`src/rtl/rgby_pkg.sv`:
```
// Shared definitions for the RGBY colour path.
//   NIT_WIDTH / WORD_WIDTH / NITS_PER_WORD : default geometry of a program word.
//   COLOR_* : nit encodings driven to the colour transmitter.
//   ser_state_e : serializer FSM states.
package rgby_pkg;

  localparam int NIT_WIDTH     = 2;
  localparam int WORD_WIDTH    = 12;
  localparam int NITS_PER_WORD = WORD_WIDTH / NIT_WIDTH;

  localparam logic [NIT_WIDTH-1:0] COLOR_RED    = 2'd0;
  localparam logic [NIT_WIDTH-1:0] COLOR_GREEN  = 2'd1;
  localparam logic [NIT_WIDTH-1:0] COLOR_BLUE   = 2'd2;
  localparam logic [NIT_WIDTH-1:0] COLOR_YELLOW = 2'd3;

  typedef enum logic [2:0] {
    ST_IDLE,
    ST_READ,
    ST_LOAD,
    ST_SHIFT,
    ST_DONE
  } ser_state_e;

endpackage

```
`src/rtl/nit_unpacker.sv`:
```
// Shift register plus nit counter that splits one RAM word into colour nits,
// most significant nit first.
//   clk, reset : clock, asynchronous active-low reset
//   load       : capture loadData and restart the nit count (has priority)
//   loadData   : word to unpack
//   advance    : shift to the next nit
//   nit        : current nit (top NIT_WIDTH bits of the shift register)
//   lastNit    : current nit is the final nit of the word
module nit_unpacker
  import rgby_pkg::*;
#(
  parameter int WORD_WIDTH = rgby_pkg::WORD_WIDTH,
  parameter int NIT_WIDTH  = rgby_pkg::NIT_WIDTH
) (
  input  logic                  clk,
  input  logic                  reset,
  input  logic                  load,
  input  logic [WORD_WIDTH-1:0] loadData,
  input  logic                  advance,
  output logic [NIT_WIDTH-1:0]  nit,
  output logic                  lastNit
);

  localparam int NPW   = WORD_WIDTH / NIT_WIDTH;
  localparam int CNT_W = (NPW > 1) ? $clog2(NPW) : 1;

  logic [WORD_WIDTH-1:0] shiftReg_q, shiftReg_d;
  logic [CNT_W-1:0]      nitCnt_q, nitCnt_d;

  always_comb begin
    shiftReg_d = shiftReg_q;
    nitCnt_d   = nitCnt_q;
    if (load) begin
      shiftReg_d = loadData;
      nitCnt_d   = '0;
    end else if (advance) begin
      shiftReg_d = shiftReg_q << NIT_WIDTH;
      nitCnt_d   = nitCnt_q + CNT_W'(1);
    end
  end

  always_ff @(posedge clk or negedge reset) begin
    if (!reset) begin
      shiftReg_q <= '0;
      nitCnt_q   <= '0;
    end else begin
      shiftReg_q <= shiftReg_d;
      nitCnt_q   <= nitCnt_d;
    end
  end

  assign nit     = shiftReg_q[WORD_WIDTH-1 -: NIT_WIDTH];
  assign lastNit = (nitCnt_q == CNT_W'(NPW - 1));

endmodule

```
`src/rtl/ram_color_serializer.sv`:
```
// Reads a run of program words from a synchronous-read RAM and streams each
// one out as colour nits (MSB nit first) on a valid/ready handshake.
//   clk, reset           : clock, asynchronous active-low reset
//   start                : one-cycle run request, sampled only in IDLE
//   startAddress         : first RAM word of the run
//   wordCount            : number of words (0 = no-op, up to 2**ADDR_WIDTH)
//   readAddress          : registered RAM read address
//   readData             : RAM output, valid one clock after the address is sampled
//   color, colorValid    : nit stream towards the transmitter
//   colorReady           : transmitter accepts the current nit
//   busy                 : run in progress (start accepted until done)
//   done                 : one-cycle pulse at the end of every run
module ram_color_serializer
  import rgby_pkg::*;
#(
  parameter int WORD_WIDTH = rgby_pkg::WORD_WIDTH,
  parameter int NIT_WIDTH  = rgby_pkg::NIT_WIDTH,
  parameter int ADDR_WIDTH = 8
) (
  input  logic                  clk,
  input  logic                  reset,
  input  logic                  start,
  input  logic [ADDR_WIDTH-1:0] startAddress,
  input  logic [ADDR_WIDTH:0]   wordCount,
  output logic [ADDR_WIDTH-1:0] readAddress,
  input  logic [WORD_WIDTH-1:0] readData,
  output logic [NIT_WIDTH-1:0]  color,
  output logic                  colorValid,
  input  logic                  colorReady,
  output logic                  busy,
  output logic                  done
);

  ser_state_e state_q, state_d;

  logic [ADDR_WIDTH-1:0] readAddress_q, readAddress_d;
  logic [ADDR_WIDTH:0]   remaining_q, remaining_d;
  logic                  busy_q, busy_d;

  logic                 handshake;
  logic                 fetch;
  logic                 advance;
  logic [NIT_WIDTH-1:0] nit;
  logic                 lastNit;

  nit_unpacker #(
    .WORD_WIDTH (WORD_WIDTH),
    .NIT_WIDTH  (NIT_WIDTH)
  ) u_unpacker (
    .clk      (clk),
    .reset    (reset),
    .load     (fetch),
    .loadData (readData),
    .advance  (advance),
    .nit      (nit),
    .lastNit  (lastNit)
  );

  // State register
  always_ff @(posedge clk or negedge reset) begin
    if (!reset) begin
      state_q <= ST_IDLE;
    end else begin
      state_q <= state_d;
    end
  end

  // Next-state logic
  always_comb begin
    state_d = state_q;
    unique case (state_q)
      ST_IDLE: begin
        if (start) begin
          state_d = (wordCount != '0) ? ST_READ : ST_DONE;
        end
      end
      ST_READ:  state_d = ST_LOAD;
      ST_LOAD:  state_d = ST_SHIFT;
      ST_SHIFT: begin
        if (handshake && lastNit && (remaining_q == '0)) begin
          state_d = ST_DONE;
        end
      end
      ST_DONE:  state_d = ST_IDLE;
      default:  state_d = ST_IDLE;
    endcase
  end

  // Output decode
  always_comb begin
    colorValid = (state_q == ST_SHIFT);
    color      = colorValid ? nit : NIT_WIDTH'(COLOR_RED);
    done       = (state_q == ST_DONE);
  end

  assign handshake = colorValid && colorReady;

  // The next word was prefetched while the current one was shifting, so the
  // last nit of a word can hand straight over to readData without a bubble.
  // The same fetch step serves the initial load in LOAD.
  always_comb begin
    fetch         = (state_q == ST_LOAD) ||
                    (handshake && lastNit && (remaining_q != '0));
    advance       = handshake && !lastNit;
    readAddress_d = readAddress_q;
    remaining_d   = remaining_q;
    busy_d        = busy_q;
    if ((state_q == ST_IDLE) && start && (wordCount != '0)) begin
      readAddress_d = startAddress;
      remaining_d   = wordCount;
      busy_d        = 1'b1;
    end
    if (fetch) begin
      readAddress_d = readAddress_q + ADDR_WIDTH'(1);
      remaining_d   = remaining_q - (ADDR_WIDTH + 1)'(1);
    end
    if (state_q == ST_DONE) begin
      busy_d = 1'b0;
    end
  end

  always_ff @(posedge clk or negedge reset) begin
    if (!reset) begin
      readAddress_q <= '0;
      remaining_q   <= '0;
      busy_q        <= 1'b0;
    end else begin
      readAddress_q <= readAddress_d;
      remaining_q   <= remaining_d;
      busy_q        <= busy_d;
    end
  end

  assign readAddress = readAddress_q;
  assign busy        = busy_q;

endmodule

```
`config.mk`:
```
export PLATFORM = sky130hd
export DESIGN_NAME = ram_color_serializer
export DESIGN_NICKNAME = d
export VERILOG_FILES = /design/src/rtl/rgby_pkg.sv /design/src/rtl/nit_unpacker.sv /design/src/rtl/ram_color_serializer.sv
export SDC_FILE = /design/constraint.sdc
export NUM_CORES = 1
export LEC_CHECK = 0
export ABC_CLOCK_PERIOD_IN_PS = 3100
export CORE_MARGIN = 1.5
export CORE_UTILIZATION = 53
export DETAILED_ROUTE_END_ITERATION = 10
export PLACE_DENSITY = 0.84
export SYNTH_ARGS = -nofsm -noshare
export SYNTH_HDL_FRONTEND = slang
export SYNTH_SLANG_ARGS = --single-unit
```
`constraint.sdc`:
```
create_clock -name clk -period 3.1 [get_ports clk]
set_input_delay 0.62 -clock clk [delete_from_list [all_inputs] [get_ports clk]]
set_output_delay 0.62 -clock clk [all_outputs]
set_load 0.02 [all_outputs]
```
==> results.txt <==
* Run status: finished, final reports clean
* Starting density of the core: 57.2%
* Power density over cell area: 748 nW/um^2
* Final setup violation count: 0
- In the final routed layout, each cell accounts on average for 14.9 um.
- Headroom to the max-slew limit came out at 52.0%.
* Number of clock buffers inserted by TritonCTS: 5
* Number of nets produced by synthesis: 245
- Ys async rst share: 100%
* Routability cong.: 0.859
- Post-route antenna net violation count: 0
- Post-route fraction of the period consumed by the critical path: 81.5%
* I/O pin cnt: 46
- Dividing the detail-routed via count by the number of cells gives 5.81.
- IR analysis of the VDD net gives a maximum drop of 0.534 mV.
- After global routing the overflow that remains totals 0.
- Count of vias placed by the detailed router: 1773
- Die Span Y: 64.0 um
- TritonCTS Sinks: 36
* Number of flops mapped to enable cells by yosys: 0
- The average instance in the mapped netlist occupies 9.47 sq um.
- Detailed-router iteration count before antenna repair: 4
- Quantity of I/O buffers inserted on ports: 45
* First-pass GRT wire length: 8000 um
- The initial antenna violation count was 0.
* DRC violations left: 0
- Clock Skews: 0.0120 ns
- The mapped netlist covers 1970 sq um.
* Post-synthesis register bit count: 36
* Max_cap viols: 0
* Final antenna diode count: 0
- Cell total after placement: 297
- Endpoint of the most critical setup path: remaining_q[8]
* Crit path required time: 3.28 ns
- In this run, the number of DRC markers left after iteration 0 of detailed routing was 137.
- Vias in the first global route: 1740
- CTS built an H-tree with a depth of 2.
* Clock tree from TritonCTS: yes
- Setup repair after global routing left no endpoint under its margin.
* Dominant synthesized flop cell: dfrtp_1
- The clock passes through at most 2 buffers.
- CTS Root Buffer Type: clkbuf_8
- The final max-slew violation count was 0.
* Filler instances: 263
- Buffers inserted to repair hold after CTS numbered 0.
* Highest clock frequency the design can meet: 396 MHz
- During synthesis, Yosys emitted a total of 0 warnings.
- Setup bufs post-CTS: 0
- Sequential cell area fraction in the yosys report: 45.7%
- Core Footprint: 3440 sq um
- Skew-Pair Late Insertion Delay: 0.30 ns
* Largest net degree at the start of global routing: 37
* Sum of negative setup slack: 0 ns
- After clock tree synthesis, the clock-pin slew on the worst setup and hold paths is 0.07 ns.
- Slack of the worst reg-to-reg path: 0.75 ns
- Cells on Worst Hold Path: 2
- The netlist uses 49 different library cells.
* Final min period: 2.53 ns
- Startpoint of the worst register-to-register path: remaining_q[3]
- The critical path is of the in -> reg type.
- Worst-path maximum fanout: 6
* Depth of the worst register-to-register path: 5
- At the pin with the least slew margin, the transition time is 0.714 ns.
* Post-detailed-routing wire length: 4550 um
- Syn Inst Count: 208
- In this run the worst setup path begins at wordCount[2].
- Final Hold Vio Count: 0
- Post-layout instance area: 2570 sq um
- The die covers 4090 sq um.
- STA classifies the critical path endpoint as a flip-flop.
* Share of final-layout standard cells stronger than drive strength 1: 8.88%
- Critical register-to-register path endpoint: remaining_q[2]
- The count of cells in the finished layout, fillers not included, comes to 305.
- The worst setup path is launched from an input pin.
- The number of gates resized after CTS was 0.
* Placement-stage cell area: 2460 sq um
- The tightest hold path in the finished design has a slack of 0.467 ns.
- Global-route total usage across every layer: 24.8%
- Share of the core filled with cells in the final layout: 74.6%
- Class of the tightest hold or removal check: reg -> reg
* Crit path DAT: 2.70 ns
* Count of nets after finishing: 295
- Final HPWL DP: 3150 um
- For this design the static power due to leakage is 1.08 nW.
- The floorplan step set the die width to 64.0 um.
* Synthesis-to-finish area growth: 30.4%
* Core Rows: 21
[worst max-delay path, cell delays in order]
cell and delay (ns):
clkdlybuf4s50_1 0.43, nor4_1 0.65, a31oi_2 0.32, a21oi_1 0.37, nor2_1 0.09, o221a_1 0.23
[routing by layer]
metal	part of all wire, %	wire length (um)	track usage [%]
met3	5.7	258	4.23
met5	0	0	0
met2	45	2040	38.7
met4	1.6	72	10.3
met1	48	2180	34.3
[synthesized netlist by cell type (2+ instances only)]
library cell	n	area [sq um]
dfrtp_1	36	901
o21a_1	2	15.0
nand2_1	39	146
o21ai_0	3	15.0
a221o_1	2	20.0
nor3_1	4	20.0
or3_1	2	12.5
a22oi_1	11	82.6
clkbuf_1	2	7.51
nand2b_1	3	18.8
a211oi_2	3	37.5
o311ai_1	2	17.5
nand3_1	7	35.0
a21oi_1	10	50.1
and2_1	4	25.0
nor4b_1	2	17.5
o211ai_1	3	22.5
and2b_1	2	15.0
buf_6	3	33.8
nor4_1	2	12.5
inv_1	7	26.3
nand4_1	4	25.0
ha_1	4	50.1
nor2_1	15	56.3
o221a_1	3	33.8
or4b_4	2	27.5
o21ai_2	2	17.5
nor3b_1	2	15.0
o21ai_1	5	25.0
and3_1	3	18.8
[worst min path at each step]
| stage | startpoint | to | slack, ns |
|---|---|---|---|
| 2_1_floorplan | reset | busy | 0.32 |
| 3_3_place_gp | u_unpacker.shiftReg_q[11] | u_unpacker.shiftReg_q[11] | 0.45 |
| 3_5_place_dp | u_unpacker.shiftReg_q[11] | u_unpacker.shiftReg_q[11] | 0.45 |
| 4_1_cts | u_unpacker.shiftReg_q[11] | u_unpacker.shiftReg_q[11] | 0.47 |
| 5_1_grt | u_unpacker.shiftReg_q[11] | u_unpacker.shiftReg_q[11] | 0.50 |
| 6_report | u_unpacker.shiftReg_q[11] | u_unpacker.shiftReg_q[11] | 0.47 |
[power by group]
group,switching [mW],internal (mW)
Clock,0.174,0.239
Sequential,0.174,0.646
Combinational,0.351,0.337
[final cells by class]
cell class | instances | area [sq um] | share of cell area [%]
Multi-Input combinational cell | 159 | 996 | 38.8
Sequential cell | 36 | 901 | 35.1
Timing Repair Buffer | 49 | 480 | 18.7
Clock buffer | 6 | 72.6 | 2.83
Tap cell | 46 | 57.6 | 2.24
Clock inverter | 2 | 35.0 | 1.36
Inverter | 7 | 26.3 | 1.02
[logic make-up after synthesis]
family | share of synthesized area [%]
DFF | 45.7
AOI/OAI and AO/OA | 22.4
xor gates and xnor gates | 0.890
and+or+nand+nor | 24.7
buffers and inverters | 3.68
adders and majority gates | 2.54
[cell usage in the layout, fill, tap and decap left out, types with 2 or more instances in the layout]
master	count
dfrtp_1	36
and2_1	4
nand2b_1	3
nand2_1	39
o21ai_1	5
o221a_1	3
clkdlybuf4s50_1	45
a221o_1	2
nand4_1	4
a211oi_2	3
nor4_1	2
ha_1	4
o21a_1	2
clkbuf_8	5
o311ai_1	2
inv_1	7
a22oi_1	11
nor3b_1	2
nor4b_1	2
or3_1	2
buf_4	4
nand3_1	7
and2b_1	2
and3_1	3
or4b_4	2
a21oi_1	10
o21ai_0	3
o211ai_1	3
nor3_1	4
nor2_1	15
o21ai_2	2
[flip-flops by register name, indices dropped and copies added, names as in the netlist]
signal,count
busy,1
readAddress,8
remaining_q,9
state_q,3
u_unpacker.nitCnt_q,3
u_unpacker.shiftReg_q,12
[stage by stage]
stage / total power, mW / setup slack, ns
2_1_floorplan: 1.24 / 1.08
3_3_place_gp: 1.49 / 0.457
3_5_place_dp: 1.51 / 0.342
4_1_cts: 1.92 / 0.624
5_1_grt: 2.06 / 0.501
6_report: 1.92 / 0.574
(Power assumes the default switching activity.)
